**config.mk**
```make
export PLATFORM = sky130hd
export DESIGN_NAME = status_flags_unit_flat
export DESIGN_NICKNAME = d
export VERILOG_FILES = /design/src/rtl/flags_pkg.sv /design/src/rtl/status_flags_unit_if.sv /design/src/rtl/status_flags_unit_flag_gen.sv /design/src/rtl/status_flags_unit.sv /design/src/flat_wrapper.sv
export SDC_FILE = /design/constraint.sdc
export NUM_CORES = 1
export LEC_CHECK = 0
export ABC_AREA = 1
export ABC_CLOCK_PERIOD_IN_PS = 3100
export CAP_MARGIN = 20
export CORE_MARGIN = 2
export CORE_UTILIZATION = 45
export DETAILED_ROUTE_END_ITERATION = 16
export PLACE_DENSITY_LB_ADDON = 0.1
export SYNTH_ARGS = -nofsm -noshare
export SYNTH_HDL_FRONTEND = slang
export SYNTH_SLANG_ARGS = --single-unit
export TNS_END_PERCENT = 50
```
**constraint.sdc**
```tcl
create_clock -name clk -period 3.1 [get_ports clk]
set_input_delay 0.465 -clock clk [delete_from_list [all_inputs] [get_ports clk]]
set_output_delay 0.465 -clock clk [all_outputs]
set_load 0.1 [all_outputs]
```
**src/rtl/flags_pkg.sv**
```systemverilog
`default_nettype none
// ============================================================================
//  Module      : flags_pkg
//  Description : Shared constants for the NZCV status flags unit: ALU
//                command codes, flag bit positions and the reset value.
//  Revision    : 1.0 - initial release
// ============================================================================
package flags_pkg;

    // ALU command encodings as presented by the EXE stage
    localparam logic [3:0] CMD_MOV = 4'b0001;
    localparam logic [3:0] CMD_ADD = 4'b0010;
    localparam logic [3:0] CMD_ADC = 4'b0011;
    localparam logic [3:0] CMD_SUB = 4'b0100;   // also CMP
    localparam logic [3:0] CMD_SBC = 4'b0101;
    localparam logic [3:0] CMD_AND = 4'b0110;   // also TST
    localparam logic [3:0] CMD_ORR = 4'b0111;
    localparam logic [3:0] CMD_EOR = 4'b1000;
    localparam logic [3:0] CMD_MVN = 4'b1001;

    // Bit positions inside the {N,Z,C,V} nibble
    localparam int FLAG_N = 3;
    localparam int FLAG_Z = 2;
    localparam int FLAG_C = 1;
    localparam int FLAG_V = 0;

    localparam logic [3:0] FLAGS_RST = 4'b0000;

endpackage : flags_pkg
`default_nettype wire

```
**src/rtl/status_flags_unit_if.sv**
```systemverilog
`default_nettype none
// ============================================================================
//  Module      : status_flags_unit_if
//  Description : Pipeline-side signal bundle of the status flags unit.
//                master = pipeline/driver side, slave = flags unit side.
//  Revision    : 1.0 - initial release
// ============================================================================
interface status_flags_unit_if #(
    parameter int WIDTH = 32
);
    logic             exe_valid;
    logic             exe_s;
    logic             exe_flush;
    logic             freeze;
    logic [3:0]       exe_cmd;
    logic [WIDTH-1:0] op_a;
    logic [WIDTH-1:0] op_b;
    logic             id_uses_cond;
    logic             exc_entry;
    logic             exc_return;
    logic [3:0]       status_out;
    logic [3:0]       shadow_out;
    logic             flags_stall;

    modport master (
        output exe_valid, exe_s, exe_flush, freeze, exe_cmd, op_a, op_b,
               id_uses_cond, exc_entry, exc_return,
        input  status_out, shadow_out, flags_stall
    );

    modport slave (
        input  exe_valid, exe_s, exe_flush, freeze, exe_cmd, op_a, op_b,
               id_uses_cond, exc_entry, exc_return,
        output status_out, shadow_out, flags_stall
    );

endinterface : status_flags_unit_if
`default_nettype wire

```
**src/rtl/status_flags_unit_flag_gen.sv**
```systemverilog
`default_nettype none
// ============================================================================
//  Module      : flag_gen
//  Description : Purely combinational {N,Z,C,V} generator for one ALU
//                command. valid_o is low for unrecognised commands so the
//                caller can suppress the write.
//  Revision    : 1.0 - initial release
// ============================================================================
module flag_gen
    import flags_pkg::*;
#(
    parameter int WIDTH = 32
) (
    input  wire logic [3:0]       cmd_i,
    input  wire logic [WIDTH-1:0] a_i,
    input  wire logic [WIDTH-1:0] b_i,
    input  wire logic             c_i,
    input  wire logic             v_i,
    output logic      [3:0]       flags_o,
    output logic                  valid_o
);

    logic [WIDTH:0]   w_sum;
    logic [WIDTH-1:0] w_res;
    logic [WIDTH-1:0] w_opb;     // second adder operand (inverted for subtract)
    logic             w_arith;

    // Select the result; subtract is a + ~b + carry-in so C is NOT borrow
    always_comb begin
        w_sum   = '0;
        w_res   = '0;
        w_opb   = b_i;
        w_arith = 1'b0;
        valid_o = 1'b1;
        case (cmd_i)
            CMD_ADD: begin
                w_arith = 1'b1;
                w_sum   = {1'b0, a_i} + {1'b0, b_i};
            end
            CMD_ADC: begin
                w_arith = 1'b1;
                w_sum   = {1'b0, a_i} + {1'b0, b_i} + {{WIDTH{1'b0}}, c_i};
            end
            CMD_SUB: begin
                w_arith = 1'b1;
                w_opb   = ~b_i;
                w_sum   = {1'b0, a_i} + {1'b0, ~b_i} + {{WIDTH{1'b0}}, 1'b1};
            end
            CMD_SBC: begin
                w_arith = 1'b1;
                w_opb   = ~b_i;
                w_sum   = {1'b0, a_i} + {1'b0, ~b_i} + {{WIDTH{1'b0}}, c_i};
            end
            CMD_AND: w_res = a_i & b_i;
            CMD_ORR: w_res = a_i | b_i;
            CMD_EOR: w_res = a_i ^ b_i;
            CMD_MOV: w_res = b_i;
            CMD_MVN: w_res = ~b_i;
            default: valid_o = 1'b0;
        endcase
        if (w_arith) begin
            w_res = w_sum[WIDTH-1:0];
        end
    end

    // Logical ops carry C and V through unchanged
    always_comb begin
        flags_o         = {1'b0, 1'b0, c_i, v_i};
        flags_o[FLAG_N] = w_res[WIDTH-1];
        flags_o[FLAG_Z] = (w_res == '0);
        if (w_arith) begin
            flags_o[FLAG_C] = w_sum[WIDTH];
            flags_o[FLAG_V] = (a_i[WIDTH-1] == w_opb[WIDTH-1]) &&
                              (w_res[WIDTH-1] != a_i[WIDTH-1]);
        end
    end

endmodule : flag_gen
`default_nettype wire

```
**src/rtl/status_flags_unit.sv**
```systemverilog
`default_nettype none
// ============================================================================
//  Module      : status_flags_unit
//  Description : Architectural NZCV status register with exception shadow
//                copy and ID-stage flag hazard detection.
//                Build option STATUS_FORWARD_EN: forward the next status
//                value combinationally and never stall.
//  Revision    : 1.0 - initial release
// ============================================================================
module status_flags_unit
    import flags_pkg::*;
#(
    parameter int WIDTH = 32
) (
    input  wire logic          clk,
    input  wire logic          rst_n,
    status_flags_unit_if.slave bus
);

    logic [3:0] status_q, status_d;
    logic [3:0] shadow_q, shadow_d;
    logic [3:0] w_gen_flags;
    logic       w_cmd_ok;
    logic       w_wr;

    assign w_wr = bus.exe_valid & bus.exe_s & ~bus.exe_flush & ~bus.freeze;

    flag_gen #(
        .WIDTH (WIDTH)
    ) u_flag_gen (
        .cmd_i   (bus.exe_cmd),
        .a_i     (bus.op_a),
        .b_i     (bus.op_b),
        .c_i     (status_q[FLAG_C]),
        .v_i     (status_q[FLAG_V]),
        .flags_o (w_gen_flags),
        .valid_o (w_cmd_ok)
    );

    // Next status/shadow: return beats a write; entry saves the post-write
    // value, and is ignored when a return happens in the same cycle
    always_comb begin
        status_d = status_q;
        shadow_d = shadow_q;
        if (!bus.freeze) begin
            if (bus.exc_return) begin
                status_d = shadow_q;
            end else if (w_wr && w_cmd_ok) begin
                status_d = w_gen_flags;
            end
            if (bus.exc_entry && !bus.exc_return) begin
                shadow_d = status_d;
            end
        end
    end

    // Status and shadow registers, cleared asynchronously
    always_ff @(posedge clk or negedge rst_n) begin
        if (!rst_n) begin
            status_q <= FLAGS_RST;
            shadow_q <= FLAGS_RST;
        end else begin
            status_q <= status_d;
            shadow_q <= shadow_d;
        end
    end

    assign bus.shadow_out = shadow_q;

`ifdef STATUS_FORWARD_EN
    // The condition checker sees this cycle's outcome, so no hazard exists
    assign bus.status_out  = status_d;
    assign bus.flags_stall = 1'b0;
`else
    // Registered status only; ID waits while an S instruction sits in EXE
    assign bus.status_out  = status_q;
    assign bus.flags_stall = bus.id_uses_cond & bus.exe_valid &
                             bus.exe_s & ~bus.exe_flush;
`endif

endmodule : status_flags_unit
`default_nettype wire

```
**src/flat_wrapper.sv**
```systemverilog
// flat-port wrapper written by rule: the top's interface ports become plain ports
module status_flags_unit_flat import flags_pkg::*;
#(
    parameter int WIDTH = 32
)
  (clk, rst_n, bus_exe_valid, bus_exe_s, bus_exe_flush, bus_freeze, bus_exe_cmd, bus_op_a, bus_op_b, bus_id_uses_cond, bus_exc_entry, bus_exc_return, bus_status_out, bus_shadow_out, bus_flags_stall);
  status_flags_unit_if #(.WIDTH(WIDTH)) bus_i ();
  input  wire logic clk;
  input  wire logic rst_n;
  input wire logic [$bits(bus_i.exe_valid)-1:0] bus_exe_valid;
  input wire logic [$bits(bus_i.exe_s)-1:0] bus_exe_s;
  input wire logic [$bits(bus_i.exe_flush)-1:0] bus_exe_flush;
  input wire logic [$bits(bus_i.freeze)-1:0] bus_freeze;
  input wire logic [$bits(bus_i.exe_cmd)-1:0] bus_exe_cmd;
  input wire logic [$bits(bus_i.op_a)-1:0] bus_op_a;
  input wire logic [$bits(bus_i.op_b)-1:0] bus_op_b;
  input wire logic [$bits(bus_i.id_uses_cond)-1:0] bus_id_uses_cond;
  input wire logic [$bits(bus_i.exc_entry)-1:0] bus_exc_entry;
  input wire logic [$bits(bus_i.exc_return)-1:0] bus_exc_return;
  output wire logic [$bits(bus_i.status_out)-1:0] bus_status_out;
  output wire logic [$bits(bus_i.shadow_out)-1:0] bus_shadow_out;
  output wire logic [$bits(bus_i.flags_stall)-1:0] bus_flags_stall;
  assign bus_i.exe_valid = bus_exe_valid;
  assign bus_i.exe_s = bus_exe_s;
  assign bus_i.exe_flush = bus_exe_flush;
  assign bus_i.freeze = bus_freeze;
  assign bus_i.exe_cmd = bus_exe_cmd;
  assign bus_i.op_a = bus_op_a;
  assign bus_i.op_b = bus_op_b;
  assign bus_i.id_uses_cond = bus_id_uses_cond;
  assign bus_i.exc_entry = bus_exc_entry;
  assign bus_i.exc_return = bus_exc_return;
  assign bus_status_out = bus_i.status_out;
  assign bus_shadow_out = bus_i.shadow_out;
  assign bus_flags_stall = bus_i.flags_stall;
  status_flags_unit #(.WIDTH(WIDTH)) u_core (.clk(clk), .rst_n(rst_n), .bus(bus_i));
endmodule
```
-- Yosys cells after proc, flatten, opt, wreduce, memory -nomap -nowiden
Cells that the tools add are included.
- bits in registers: 8
- output and inout bits: 9
- word-level logic and storage cells: 48
- add/sub/neg operators: 5
- equality and inequality tests: 11
- mux-type cells: 9
- bitwise gates (word level): 12
- reduce and logical (&&, ||, !) cells: 9
- operators by type and width (operator ; number):
    one-hot mux 32 bit (5 select lines) ; 1
    one-hot mux 33 bit (4 select lines) ; 1
    adder 32 x 32 -> 33 bit ; 2
    adder 33 x 1 -> 33 bit ; 2
    2-to-1 mux 32 bit ; 2
    adder 33 x 1 -> 33 bit, second input constant ; 1
    AND 32 bit ; 1
    logical NOT 32 bit ; 1
    NOT 32 bit ; 1
    bitwise OR 32 bit ; 1
    bitwise XOR 32 bit ; 1
    == test 4 x 3 -> 1 bit, second input constant ; 4
    OR reduction 9 bit ; 1
    == test 4 x 2 -> 1 bit, second input constant ; 2
    == test 4 bit, second input constant ; 2
    2-to-1 mux 4 bit ; 2
    AND 1 bit ; 6
    == test 4 x 1 -> 1 bit, second input constant ; 1
    OR reduction 4 bit ; 1
    logical AND 1 bit ; 3
    2-to-1 mux 1 bit ; 2
    2-to-1 mux 2 bit ; 1
    NOT 1 bit ; 2
    AND reduction 2 bit ; 1
    other kinds (4) ; 4

-- Logic depth before layout (Yosys ltp)
- word-level depth: 10
- gate-level depth with buffers: 32

-- Hierarchy
Synthesis repeated with hierarchy kept, for this count alone.
- cells, all modules: 2043
- area, all modules: 10313.6 um^2
- modules (own cells, without submodules) (module ; times used ; cells an instance ; area an instance (um^2) ; seq. area each (um^2)):
    flag_gen ; 1 ; 1985 ; 9840.7 ; 0.0
    status_flags_unit ; 1 ; 58 ; 473.0 ; 200.2

-- Worst setup path before layout
OpenSTA, ideal clock, no wires.
- path type: input-to-reg
- start point: input bus_exe_cmd[0]
- end point: register u_core.status_q[1], in the netlist u_core.bus.status_out[1]
- setup time: 0.117 ns
- data arrival time: 3.407 ns
- required time: 2.983 ns
- slack: -0.423 ns
- stages: 28
- path buffers: 3
- cells stage by stage: buf_4 > inv_2 > nor2_4 > nand2_4 > buf_2 > buf_1 > xor2_1 > ha_1 > ha_1 > inv_1 > nor2_4 > nand3_2 > nor2_4 > nand2_4 > nor2_8 > nand2_1 > nor2_4 > nand3_1 > nor2_1 > nand3_1 > nor2_1 > a21oi_1 > o21ai_0 > nand3_1 > nand2_1 > nand2_1 > nand2_1 > nand2_1
- word-level cells in the longest chain between the ends: 6
- elaborated cells on any way between the ends: 18
- classes of those cells: 9 x eq/ne; 6 x mux; 3 x reduce/logical
- RTL lines (element ; line ; text):
    start: declaration ; flat_wrapper.sv:14 ; input wire logic [$bits(bus_i.exe_cmd)-1:0] bus_exe_cmd;
    == test 4 x 3 -> 1 bit (tied with other cells) ; status_flags_unit_flag_gen.sv:35 ; case (cmd_i)
    OR reduction 9 bit (no source line) / OR reduction 4 bit (equally long branches) ; -- ;
    2-to-1 mux 1 bit ; status_flags_unit_flag_gen.sv:35 ;
    logical AND 1 bit / 2-to-1 mux 2 bit (equally long branches) ; status_flags_unit.sv:48, status_flags_unit_flag_gen.sv:71 ;
    2-to-1 mux 4 bit (*) ; status_flags_unit.sv:48 ; end else if (w_wr && w_cmd_ok) begin
    2-to-1 mux 4 bit (*) ; status_flags_unit.sv:46 ; if (bus.exc_return) begin
    end signal: assignment ; status_flags_unit.sv:63 ; status_q <= status_d;
    end: declaration ; status_flags_unit.sv:20 ; logic [3:0] status_q, status_d;
Every way passes the cells marked *; elsewhere a longest branch is shown, timed or not.
A chain may end at the register's enable or synchronous reset.

-- Worst setup path in the final report
- start point: input bus_op_a[4]
- end point: register u_core.shadow_q[2], in the netlist u_core.bus.shadow_out[2]
- word-level cells in the longest chain between the ends: 7
- elaborated cells on any way between the ends: 14
- classes of those cells: 5 x add/sub; 5 x mux; 3 x bitwise; 1 x reduce/logical
- RTL lines (element ; line ; text):
    start: declaration ; flat_wrapper.sv:15 ; input wire logic [$bits(bus_i.op_a)-1:0] bus_op_a;
    adder 32 x 32 -> 33 bit, on equally long branches ; -- ;
    adder 33 x 1 -> 33 bit, on equally long branches ; status_flags_unit_flag_gen.sv:52, status_flags_unit_flag_gen.sv:42, status_flags_unit_flag_gen.sv:47 ;
    one-hot mux 33 bit (4 select lines) ; status_flags_unit_flag_gen.sv:35 ;
    2-to-1 mux 32 bit (*) ; status_flags_unit_flag_gen.sv:61 ; if (w_arith) begin
    logical NOT 32 bit (*) ; status_flags_unit_flag_gen.sv:70 ; flags_o[FLAG_Z] = (w_res == '0);
    2-to-1 mux 4 bit (*) ; status_flags_unit.sv:48 ;
    2-to-1 mux 4 bit (*) ; status_flags_unit.sv:46 ;
    end signal: assignment ; status_flags_unit.sv:64 ; shadow_q <= shadow_d;
    end: declaration ; status_flags_unit.sv:21 ; logic [3:0] shadow_q, shadow_d;
Marks and branches as above.

==> results.sh <==
export IMPL_dominantRegCellSynth="sky130_fd_sc_hd__dfrtp_1"
export IMPL_fp_dieArea_sq_um=25200
export IMPL_vdd_ir_drop_max_mv=0.255
export IMPL_synth_top_cell_area_share_pct=28.2
export IMPL_worst_path_buf_inv=5
export IMPL_post_synth_and_or_nand_nor_area_fraction_pct=59.5
export IMPL_synthCells=2144
export IMPL_start_util_pct=45.9
export IMPL_drtPass1Iterations=5
export IMPL_syn_num_nets=2322
export IMPL_antenna_found_initial=0
export IMPL_setup_worst_path_start_class="primary input"
export IMPL_num_io_pins=86
export IMPL_total_power_mw=4.64
export IMPL_routabilityCongestion=1.03
export IMPL_synth_enable_flop_cells=0
export IMPL_finalSetupViolations=8
export IMPL_chip_width_um=159
export IMPL_grt_overflow_total=0
export IMPL_fin_hold_ws_ps=510
export IMPL_grt_pass1_vias=15500
export IMPL_timing_max_transition_violations_final=0
export IMPL_cts_htree_levels=1
export IMPL_synth_most_common_cell="sky130_fd_sc_hd__nand2_1"
export IMPL_final_hold_viol_count=0
export IMPL_insertedDiodeCount=0
export IMPL_run_status="complete, but fails checks"
export IMPL_critPathMaxStageDelay_ps=340
export IMPL_parity_gate_share_of_the_synthesized_area_counting_xor_and_xnor_cells_pct=0.975
export IMPL_multi_input_comb_area_sq_um=11200
export IMPL_worst_pin_slew_ps=881
export IMPL_final_period_utilization_pct=112
export IMPL_layout_area_seq_sq_um=200
export IMPL_post_synth_mux_area_share_pct=0.0929
export IMPL_fmax_mhz=288
export IMPL_drive_gt1_share_pct=45.3
export IMPL_yosysSeqAreaShare_pct=1.86
export IMPL_routed_via_count=16300
export IMPL_clock_skew_ps=2.54
export IMPL_worst_path_dominant_cell_family="simple AND/OR/NAND/NOR gates"
export IMPL_clockRootBuffer="sky130_fd_sc_hd__clkbuf_16"
export IMPL_finalSetupTns_ps=-2160
export IMPL_finalNonFillerCells=3056
export IMPL_clock_sinks=8
export IMPL_yosys_top_cells_area="sky130_fd_sc_hd__nand2_1 28%, sky130_fd_sc_hd__ha_1 11%, sky130_fd_sc_hd__inv_1 10%, sky130_fd_sc_hd__nand3_1 10%, sky130_fd_sc_hd__nor2_1 6.6%"
export IMPL_tritoncts_clock_tree="done"
export IMPL_criticalPathCategory="primary input to register"
export IMPL_finalNetCount=2917
export IMPL_synthAdderAreaFrac_pct=11.9
export IMPL_chipHeight_um=159
export IMPL_drtAntennaViolNets=0
export IMPL_placement_io_buffers=85
export IMPL_core_sq_um=23500
export IMPL_largest_family_of_logic_cells_by_synthesized_area="simple AND/OR/NAND/NOR gates"
export IMPL_compound_cell_area_share_of_the_yosys_netlist_pct=10.6
export IMPL_synthTopCellsByCount="809 x sky130_fd_sc_hd__nand2_1, 300 x sky130_fd_sc_hd__inv_1, 221 x sky130_fd_sc_hd__nand3_1"
export IMPL_filler_cell_count=1907
export IMPL_ys_seq_elements=8
export IMPL_finalCriticalPeriod_ps=3470
export IMPL_cp_common_cell="sky130_fd_sc_hd__nand2_1"
export IMPL_global_route_wire_length_before_repair_um=79000
export IMPL_power_density_nw_per_um2=253
export IMPL_critPathMaxFanout=8
export IMPL_arrival_ps=3640
export IMPL_power_static_leakage_nw=9.62
export IMPL_cp_required_ps=3270
export IMPL_rows=56
export IMPL_worstSkewPairLatency_ps=230
export IMPL_layout_area_overhead_vs_synth_pct=70.0
export IMPL_cts_buffers=3
export IMPL_postRouteWirelength_um=51600
export IMPL_setup_repair_after_global_routing_missed_its_margin="yes"
export IMPL_place_area_sq_um=15300
export IMPL_netlist_area_sq_um=10800
export IMPL_groute_usage_overall_pct=38.4
export IMPL_failed_checks="setup timing"
export IMPL_ys_warn_count=0
export IMPL_cts_clk_slew_worst_paths_ps=30
export IMPL_dp_cells=2961
export IMPL_asyncSetResetFlopFracSynth_pct=100
export IMPL_holdCritPathClass="register to register"
export IMPL_vias_per_cell=5.34
export IMPL_drt_first_iter_violations=1481
export IMPL_crit_path_setup_slack_layout_ps=-373
export IMPL_wire_per_inst_um=16.9
export IMPL_timing_critical_path_slowest_stage_cell="sky130_fd_sc_hd__ha_4"
export IMPL_yosys_cell_types_count=48
export IMPL_synth_area_per_cell_sq_um=5.03
export IMPL_route_detailed_drc=0
export IMPL_endpoint_kind="register"
export IMPL_drv_cap=0
export IMPL_max_clock_path_buffers=2
export IMPL_maximum_number_of_pins_on_one_net_before_global_route_repair=41
export IMPL_dp_hpwl_um=40600
export IMPL_layout_cell_area_non_filler_sq_um=18300
export IMPL_synth_area_leader_cell="sky130_fd_sc_hd__nand2_1"
export IMPL_slew_limit_headroom_pct=41.0
metrics by stage:
step,setup WS [ps],util (%)
floorplan,-150,-
global placement,-1100,65.4
detailed placement,-1130,65.4
CTS,-287,74.9
global route,-552,78.1
finish,-373,78.1
where the power goes:
part / internal (mW) / switching, mW / total [mW]
sequential: 0.125 / 0.0156 / 0.140
clock: 0.166 / 0.0466 / 0.212
combinational: 1.80 / 2.49 / 4.29
total: 2.09 / 2.56 / 4.64
layout make-up:
| class | count | share of cell area, % |
|---|---|---|
| clock buffers | 3 | 0.410 |
| inverters | 343 | 7.12 |
| multi-input cells | 1739 | 61.0 |
| flip-flops and latches | 8 | 1.09 |
| well taps | 319 | 2.18 |
| repair buffers | 644 | 28.2 |
state kept, by name (all words and copies together) (netlist names):
register and flops:
u_core.bus.status_out 4, u_core.bus.shadow_out 4
worst register-to-register path, stage by stage (launching register included):
cell and delay (ps):
sky130_fd_sc_hd__dfrtp_1 440, sky130_fd_sc_hd__ha_2 260, sky130_fd_sc_hd__ha_4 150, sky130_fd_sc_hd__inv_2 40, sky130_fd_sc_hd__nor2_4 110, sky130_fd_sc_hd__nand3_4 90
sky130_fd_sc_hd__nor2_4 130, sky130_fd_sc_hd__nand2_4 80, sky130_fd_sc_hd__nor2_8 110, sky130_fd_sc_hd__nand2_2 70, sky130_fd_sc_hd__nor2_4 170, sky130_fd_sc_hd__buf_6 120
sky130_fd_sc_hd__nand3_4 70, sky130_fd_sc_hd__nor2_4 150, sky130_fd_sc_hd__nand3_2 120, sky130_fd_sc_hd__nor2_2 130, sky130_fd_sc_hd__a21oi_2 80, sky130_fd_sc_hd__o21ai_2 60
sky130_fd_sc_hd__nand3_1 90, sky130_fd_sc_hd__nand2_1 90, sky130_fd_sc_hd__nand2_1 50, sky130_fd_sc_hd__nand2_1 50, sky130_fd_sc_hd__nand2_1 50
cell usage in the layout, fill, tap and decap left out, drive strengths merged, types with 17 or more instances in the layout:
master,netlist,layout
clkdlybuf4s50,0,22
nor3,23,23
nand4,38,38
ha,99,99
nand3,239,239
dlygate4sd2,0,42
nor2,241,241
o2111ai,17,17
a21oi,79,79
nand2,874,874
o21ai,75,75
inv,336,337
buf,40,572
final timing paths:
kind                                                        endpoint                            startpoint  cells after the start  slack (ps)
worst max-delay path            u_core.bus.shadow_out[2]$_DFFE_PN0P_                           bus_op_a[4]                     26        -370
max in group asynchronous       u_core.bus.shadow_out[0]$_DFFE_PN0P_                                 rst_n                      1        2300
min in group asynchronous       u_core.bus.status_out[1]$_DFFE_PN0N_                                 rst_n                      1         520
worst min register to register  u_core.bus.status_out[0]$_DFFE_PN0N_  u_core.bus.status_out[0]$_DFFE_PN0N_                      2         510
worst max register to register  u_core.bus.status_out[1]$_DFFE_PN0N_  u_core.bus.status_out[1]$_DFFE_PN0N_                     22         290
worst min-delay path            u_core.bus.status_out[0]$_DFFE_PN0N_  u_core.bus.status_out[0]$_DFFE_PN0N_                      2         510
timing repair:
action / CTS / global route
pin swaps: 199 / 101
gates cloned: 0 / 0
gates resized for setup: 576 / 160
hold buffers: 0 / 0
setup endpoints to repair: 8 / 8
setup buffers: 71 / 21
per-layer routing:
| layer | GRT usage (%) | vias to the layer above | part of all wire [%] |
|---|---|---|---|
| met5 | 0 | - | 0 |
| met4 | 16.6 | 0 | 5.0 |
| met3 | 4.83 | 137 | 8.3 |
| met2 | 64.0 | 748 | 45 |
| met1 | 49.7 | 7488 | 41 |
| li1 | - | 7953 | - |
cells by family (layout without fill, tap and decap cells):
kind of cell / count (synthesis) / count (layout)
compound gates: 192 / 192
flops: 8 / 8
mux: 1 / 1
fa+ha+maj: 101 / 101
buf+inv: 397 / 990
xor+xnor: 12 / 12
simple gates: 1433 / 1433
No activity file was read; power rests on OpenSTA's default activity.
